## src/rtl/mag_pkg.sv

```systemverilog
// Shared constants and FSM state type for the magnetometer packet serializer.
package mag_pkg;
    localparam logic [7:0]  SYNC_BYTE_DEF = 8'hAA;
    localparam int unsigned MAG_PKT_BYTES = 10;
    localparam int unsigned MAG_PKT_W     = 8 * MAG_PKT_BYTES;

    typedef enum logic [1:0] {
        IDLE = 2'd0,
        SYNC = 2'd1,
        DATA = 2'd2,
        CHK  = 2'd3
    } mag_state_e;
endpackage

```

## src/rtl/strobe_sync_edge.sv

```systemverilog
// Two-flop synchronizer for an asynchronous strobe, followed by a rising-edge
// detector producing a single-cycle pulse in the CLK domain.
module strobe_sync_edge (
    input  logic CLK,
    input  logic RESET,
    input  logic ASYNC_IN,
    output logic PULSE_OUT
);
    // [0],[1] are the synchronizer pair; [2] is the previous synchronized level.
    logic [2:0] sync_q;

    always_ff @(posedge CLK or posedge RESET) begin
        if (RESET) begin
            sync_q <= '0;
        end else begin
            sync_q <= {sync_q[1:0], ASYNC_IN};
        end
    end

    assign PULSE_OUT = sync_q[1] & ~sync_q[2];
endmodule

```

## src/rtl/mag_packet_serializer.sv

```systemverilog
// Captures the 10 Hz magnetometer packet word and streams it over valid/ready as
// sync byte, payload bytes LSB-first, and an XOR checksum of the payload.
module mag_packet_serializer
    import mag_pkg::*;
#(
    parameter logic [7:0]  SYNC_BYTE      = SYNC_BYTE_DEF,
    parameter int unsigned NUM_DATA_BYTES = MAG_PKT_BYTES
) (
    input  logic                        CLK,
    input  logic                        RESET,
    input  logic                        CLK_10HZ,
    input  logic [8*NUM_DATA_BYTES-1:0] MAG_DATA,
    input  logic                        BYTE_READY,
    output logic [7:0]                  BYTE_OUT,
    output logic                        BYTE_VALID,
    output logic                        BUSY,
    output logic                        FRAME_DONE,
    output logic [7:0]                  OVERRUN_CNT
);
    localparam int unsigned PW    = 8 * NUM_DATA_BYTES;
    localparam int unsigned IDX_W = (NUM_DATA_BYTES > 1) ? $clog2(NUM_DATA_BYTES) : 1;
    localparam logic [IDX_W-1:0] IDX_LAST = IDX_W'(NUM_DATA_BYTES - 1);

    mag_state_e       state_q, state_d;
    logic [IDX_W-1:0] idx_q, idx_d;
    logic [7:0]       chk_q, chk_d;
    logic [PW-1:0]    cap_q, cap_d;
    logic [7:0]       bout_q, bout_d;
    logic             bvalid_q, bvalid_d;
    logic             fdone_q, fdone_d;
    logic [7:0]       ovr_q, ovr_d;
    logic             tick;
    logic             xfer;
    logic             start;
    logic             drop;

    function automatic logic [7:0] pick(input logic [PW-1:0] w, input logic [IDX_W-1:0] i);
        pick = '0;
        for (int unsigned k = 0; k < NUM_DATA_BYTES; k++) begin
            if (i == IDX_W'(k)) pick = w[8*k +: 8];
        end
    endfunction

    strobe_sync_edge u_sync (
        .CLK       (CLK),
        .RESET     (RESET),
        .ASYNC_IN  (CLK_10HZ),
        .PULSE_OUT (tick)
    );

    assign xfer = bvalid_q & BYTE_READY;

    always_comb begin
        state_d  = state_q;
        idx_d    = idx_q;
        chk_d    = chk_q;
        cap_d    = cap_q;
        bout_d   = bout_q;
        bvalid_d = bvalid_q;
        fdone_d  = 1'b0;
        ovr_d    = ovr_q;
        start    = 1'b0;
        drop     = 1'b0;

        unique case (state_q)
            IDLE: start = tick;
            SYNC: begin
                drop = tick;
                if (xfer) begin
                    bout_d  = cap_q[7:0];
                    state_d = DATA;
                end
            end
            DATA: begin
                drop = tick;
                if (xfer) begin
                    chk_d = chk_q ^ bout_q;
                    if (idx_q == IDX_LAST) begin
                        bout_d  = chk_q ^ bout_q;
                        state_d = CHK;
                    end else begin
                        idx_d  = idx_q + IDX_W'(1);
                        bout_d = pick(cap_q, idx_q + IDX_W'(1));
                    end
                end
            end
            CHK: begin
                if (xfer) begin
                    fdone_d  = 1'b1;
                    bvalid_d = 1'b0;
                    bout_d   = '0;
                    state_d  = IDLE;
                    // A tick landing on the checksum transfer chains straight into the next frame.
                    start    = tick;
                end else begin
                    drop = tick;
                end
            end
            default: state_d = IDLE;
        endcase

        if (start) begin
            cap_d    = MAG_DATA;
            chk_d    = '0;
            idx_d    = '0;
            bout_d   = SYNC_BYTE;
            bvalid_d = 1'b1;
            state_d  = SYNC;
        end

        if (drop && (ovr_q != 8'hFF)) ovr_d = ovr_q + 8'd1;
    end

    always_ff @(posedge CLK or posedge RESET) begin
        if (RESET) begin
            state_q  <= IDLE;
            idx_q    <= '0;
            chk_q    <= '0;
            cap_q    <= '0;
            bout_q   <= '0;
            bvalid_q <= 1'b0;
            fdone_q  <= 1'b0;
            ovr_q    <= '0;
        end else begin
            state_q  <= state_d;
            idx_q    <= idx_d;
            chk_q    <= chk_d;
            cap_q    <= cap_d;
            bout_q   <= bout_d;
            bvalid_q <= bvalid_d;
            fdone_q  <= fdone_d;
            ovr_q    <= ovr_d;
        end
    end

    assign BYTE_OUT    = bout_q;
    assign BYTE_VALID  = bvalid_q;
    assign BUSY        = (state_q != IDLE);
    assign FRAME_DONE  = fdone_q;
    assign OVERRUN_CNT = ovr_q;
endmodule

```

## config.mk

```make
export PLATFORM = sky130hd
export DESIGN_NAME = mag_packet_serializer
export DESIGN_NICKNAME = d
export VERILOG_FILES = /design/src/rtl/mag_pkg.sv /design/src/rtl/strobe_sync_edge.sv /design/src/rtl/mag_packet_serializer.sv
export SDC_FILE = /design/constraint.sdc
export NUM_CORES = 1
export LEC_CHECK = 0
export ABC_AREA = 1
export ABC_CLOCK_PERIOD_IN_PS = 6400
export CORE_UTILIZATION = 58
export DETAILED_ROUTE_END_ITERATION = 6
export MAX_ROUTING_LAYER = met4
export PLACE_DENSITY = 0.83
export SETUP_SLACK_MARGIN = 0.2
export SLEW_MARGIN = 10
export SYNTH_ARGS = -nofsm -noshare
export SYNTH_HDL_FRONTEND = slang
export SYNTH_SLANG_ARGS = --single-unit
export TNS_END_PERCENT = 10
```

## constraint.sdc

```tcl
create_clock -name CLK -period 6.4 [get_ports CLK]
set_clock_uncertainty 0.1 [all_clocks]
set_input_delay 1.6 -clock CLK [delete_from_list [all_inputs] [get_ports CLK]]
set_output_delay 1.6 -clock CLK [all_outputs]
set_load 0.005 [all_outputs]
```

==> metrics.yaml <==
status: "complete, no violations"
io_pins: 103
wl_per_cell_um: 14.15
pwr-share-comb_pct: 7.6
p_int_uw: 1460
clockPowerShare_pct: 51.0
fin_crit_sh_pct: 56.46
setup_ws_ps: 2786
hold_violations: 0
synth_edf_count: 0
yosysMostFrequentCell: "nand2_1"
setup_tns_ps: 0
finalNetCount: 1009
core_um2: 9910
power_density_nw_per_um2: 242.0
start_util_pct: 60.67
synth-async-reset-ratio_pct: 100.0
drv_slew: 0
synth-simple-area-share_pct: 29.26
grt_pass1_vias: 5637
p_switching_uw: 397.6
place_hpwl_mm: 9.987
fp.dieH_um: 103.8
final_layout_size_suffix_gt1_share_pct: 5.400
synth_top_cell_area_share_pct: 47.87
setup_viol: 0
synth_cells: 820
switching_share_pct: 21.41
irDropWorstVdd_mv: 0.2098
yosysUniqueCellTypes: 27
grt_antenna_before_repair: 0
rsz0062_at_grt: "no"
cp_data_required_time_ps: 6670
routed_wl_mm: 14.98
crit_fanout: 63
synth.largest_area_cell: "dfrtp_1"
grt_pass1_wl_mm: 25.82
ys.flop_type: "dfrtp_1"
startpoint_type: "input pin"
crit_slowest_cell: "buf_4"
grt_overflow: 0
antenna_cells: 0
die_x_um: 103.8
synth.cell_area_um2: 6012
antenna_left: 0
numClockSinks: 115
yosysWarnings: 0
finalCriticalPeriod_ps: 3614
synth_xor_area_share_pct: 2.331
nFillCells: 687
min_path_type: "reg2reg"
crit_top_cell: "o21ai_0"
root_buffer: "clkbuf_8"
drc_errors: 0
vias: 5619
cts_setup_buffers: 0
grt_max_degree: 77
track_usage_pct: 30.93
seq_area_frac_synth_pct: 47.87
timing.fmax_mhz: 276.7
drtIter0Drc: 375
regArea_um2: 2878
cts_resized: 0
yosys.area_share.adder_pct: 2.497
h-tree-depth: 4
end_kind: "flop"
syn2layout_area_growth_pct: 27.68
crit_path_max_incr_delay_ps: 600
synthMuxAreaShare_pct: 0.3746
netlist_top_cells_area: "dfrtp_1, nand2_1, inv_1"
place_congestion: 0.9190
critPathKind: "in2reg"
cts_inserted_buffers: 17
synth_top_family_by_area: "simple AND/OR/NAND/NOR gates"
yosys-top-cells-count: "nand2_1, dfrtp_1, inv_1"
cap_violations: 0
synth.avg_cell_area_um2: 7.332
synth_seq_cells: 115
die_area_um2: 10780
io_buffers: 102
hold_buffers: 0
worst_pin_slew_ps: 951.0
clock_latency_ps: 530
crit_chain: "clkdlybuf4s50_1, nand2_1, o21ai_0, nand3_2, inv_2, buf_4, o21ai_0"
pwr-share-seq_pct: 41.5
cts_tree: "yes"
synth_nets: 916
leakagePower_uw: 0.004010
core.rowCount: 36
worstPathArrival_ps: 3890
dp_slack_ps: 2270
cts_buffer_depth: 2
vias_per_cell: 5.306
first_pass_iters: 5
multi_input_area_um2: 2567
path_clk_slew_ps: 60
slew_headroom_pct: 36.37
synth_compound_area_share_pct: 8.158
## power groups by stage
stage	Combinational, uW	Sequential (uW)	Clock, uW
after global routing	154	773	985
after global placement	137	779	0
after detailed placement	141	782	0
after CTS	143	771	948
after floorplan	38.8	780	0
final	141	770	947
## path summary, 6_finish.rpt
path                                       startpoint                          to  slack, ps  cells after the start
max                                        BYTE_READY       cap_q[60]$_DFFE_PP0P_       2790                      7
min                        u_sync.sync_q[0]$_DFF_PP0_  u_sync.sync_q[1]$_DFF_PP0_        260                      0
max reg2reg                      idx_q[0]$_DFFE_PP0P_     BYTE_OUT[0]$_DFFE_PP0P_       3480                     14
min reg2reg                u_sync.sync_q[0]$_DFF_PP0_  u_sync.sync_q[1]$_DFF_PP0_        260                      0
max in group asynchronous                       RESET       cap_q[54]$_DFFE_PP0P_       3590                      3
min in group asynchronous                       RESET  OVERRUN_CNT[0]$_DFFE_PP0P_       1530                      2
## routing by layer
layer  part of all wire [%]  vias to the layer above  global-route usage (%)  routed length (um)
li1                       -                     2681                       -                   -
met1                     42                     2643                   38.24                6270
met2                     49                      256                   49.62                7282
met3                    6.9                       39                   5.916                1032
met4                    2.7                        0                   13.67                 399
met5                      0                        -                       -                   0
## per-stage QoR
stage | hold WS (ps) | util [%] | total power (uW) | instances | area (um^2)
6_report | 257.2 | 77.46 | 1858 | 1059 | 7676
2_1_floorplan | 231.2 | - | 818.9 | 820 | 6012
5_1_grt | 273.9 | 77.46 | 1912 | 1059 | 7676
3_5_place_dp | 245.0 | 71.46 | 923.2 | 1027 | 7082
4_1_cts | 257.8 | 77.46 | 1861 | 1059 | 7676
3_3_place_gp | 242.2 | 71.46 | 916.3 | 1027 | 7082
## sequential cells by signal (all words and copies together), names as in the netlist
name,count
FRAME_DONE,1
BYTE_VALID,1
OVERRUN_CNT,8
cap_q,80
state_q,2
u_sync.sync_q,3
idx_q,4
BYTE_OUT,8
chk_q,8
## logic make-up (layout without fill, tap and decap cells)
kind of cell	Yosys count	after routing
muxes	2	2
xor gates and xnor gates	16	16
buffers and inverters	143	249
adders and majority gates	12	12
AOI/OAI and AO/OA	96	96
DFF	115	115
and+or+nand+nor	436	436
## cell type report
type | count | share of cell area [%]
multi-input cells | 562 | 33.45
inverters | 111 | 5.460
clock inverters | 9 | 1.663
repair buffers | 106 | 13.69
clock buffers | 23 | 6.080
flip-flops and latches | 115 | 37.49
well taps | 133 | 2.168
## critical path, delay by kind of cell
kind | cells | cell delay (ps)
AND/OR/NAND/NOR | 2 | 230
AO/OA/AOI/OAI | 2 | 390
buffers and inverters | 3 | 1600
## cells in the final DEF, fill, tap and decap left out, types with 6 or more instances in the layout
cell               n
nand2_1          356
ha_1              12
o21ai_0           63
dfrtp_1          115
clkbuf_16         16
clkdlybuf4s50_1  102
a21oi_1           18
nand3_1           24
nor2_1            35
nand4_1            7
o21ai_1           11
xnor2_1           10
xor2_1             6
inv_1            106
No activity file was read; power rests on OpenSTA's default activity.
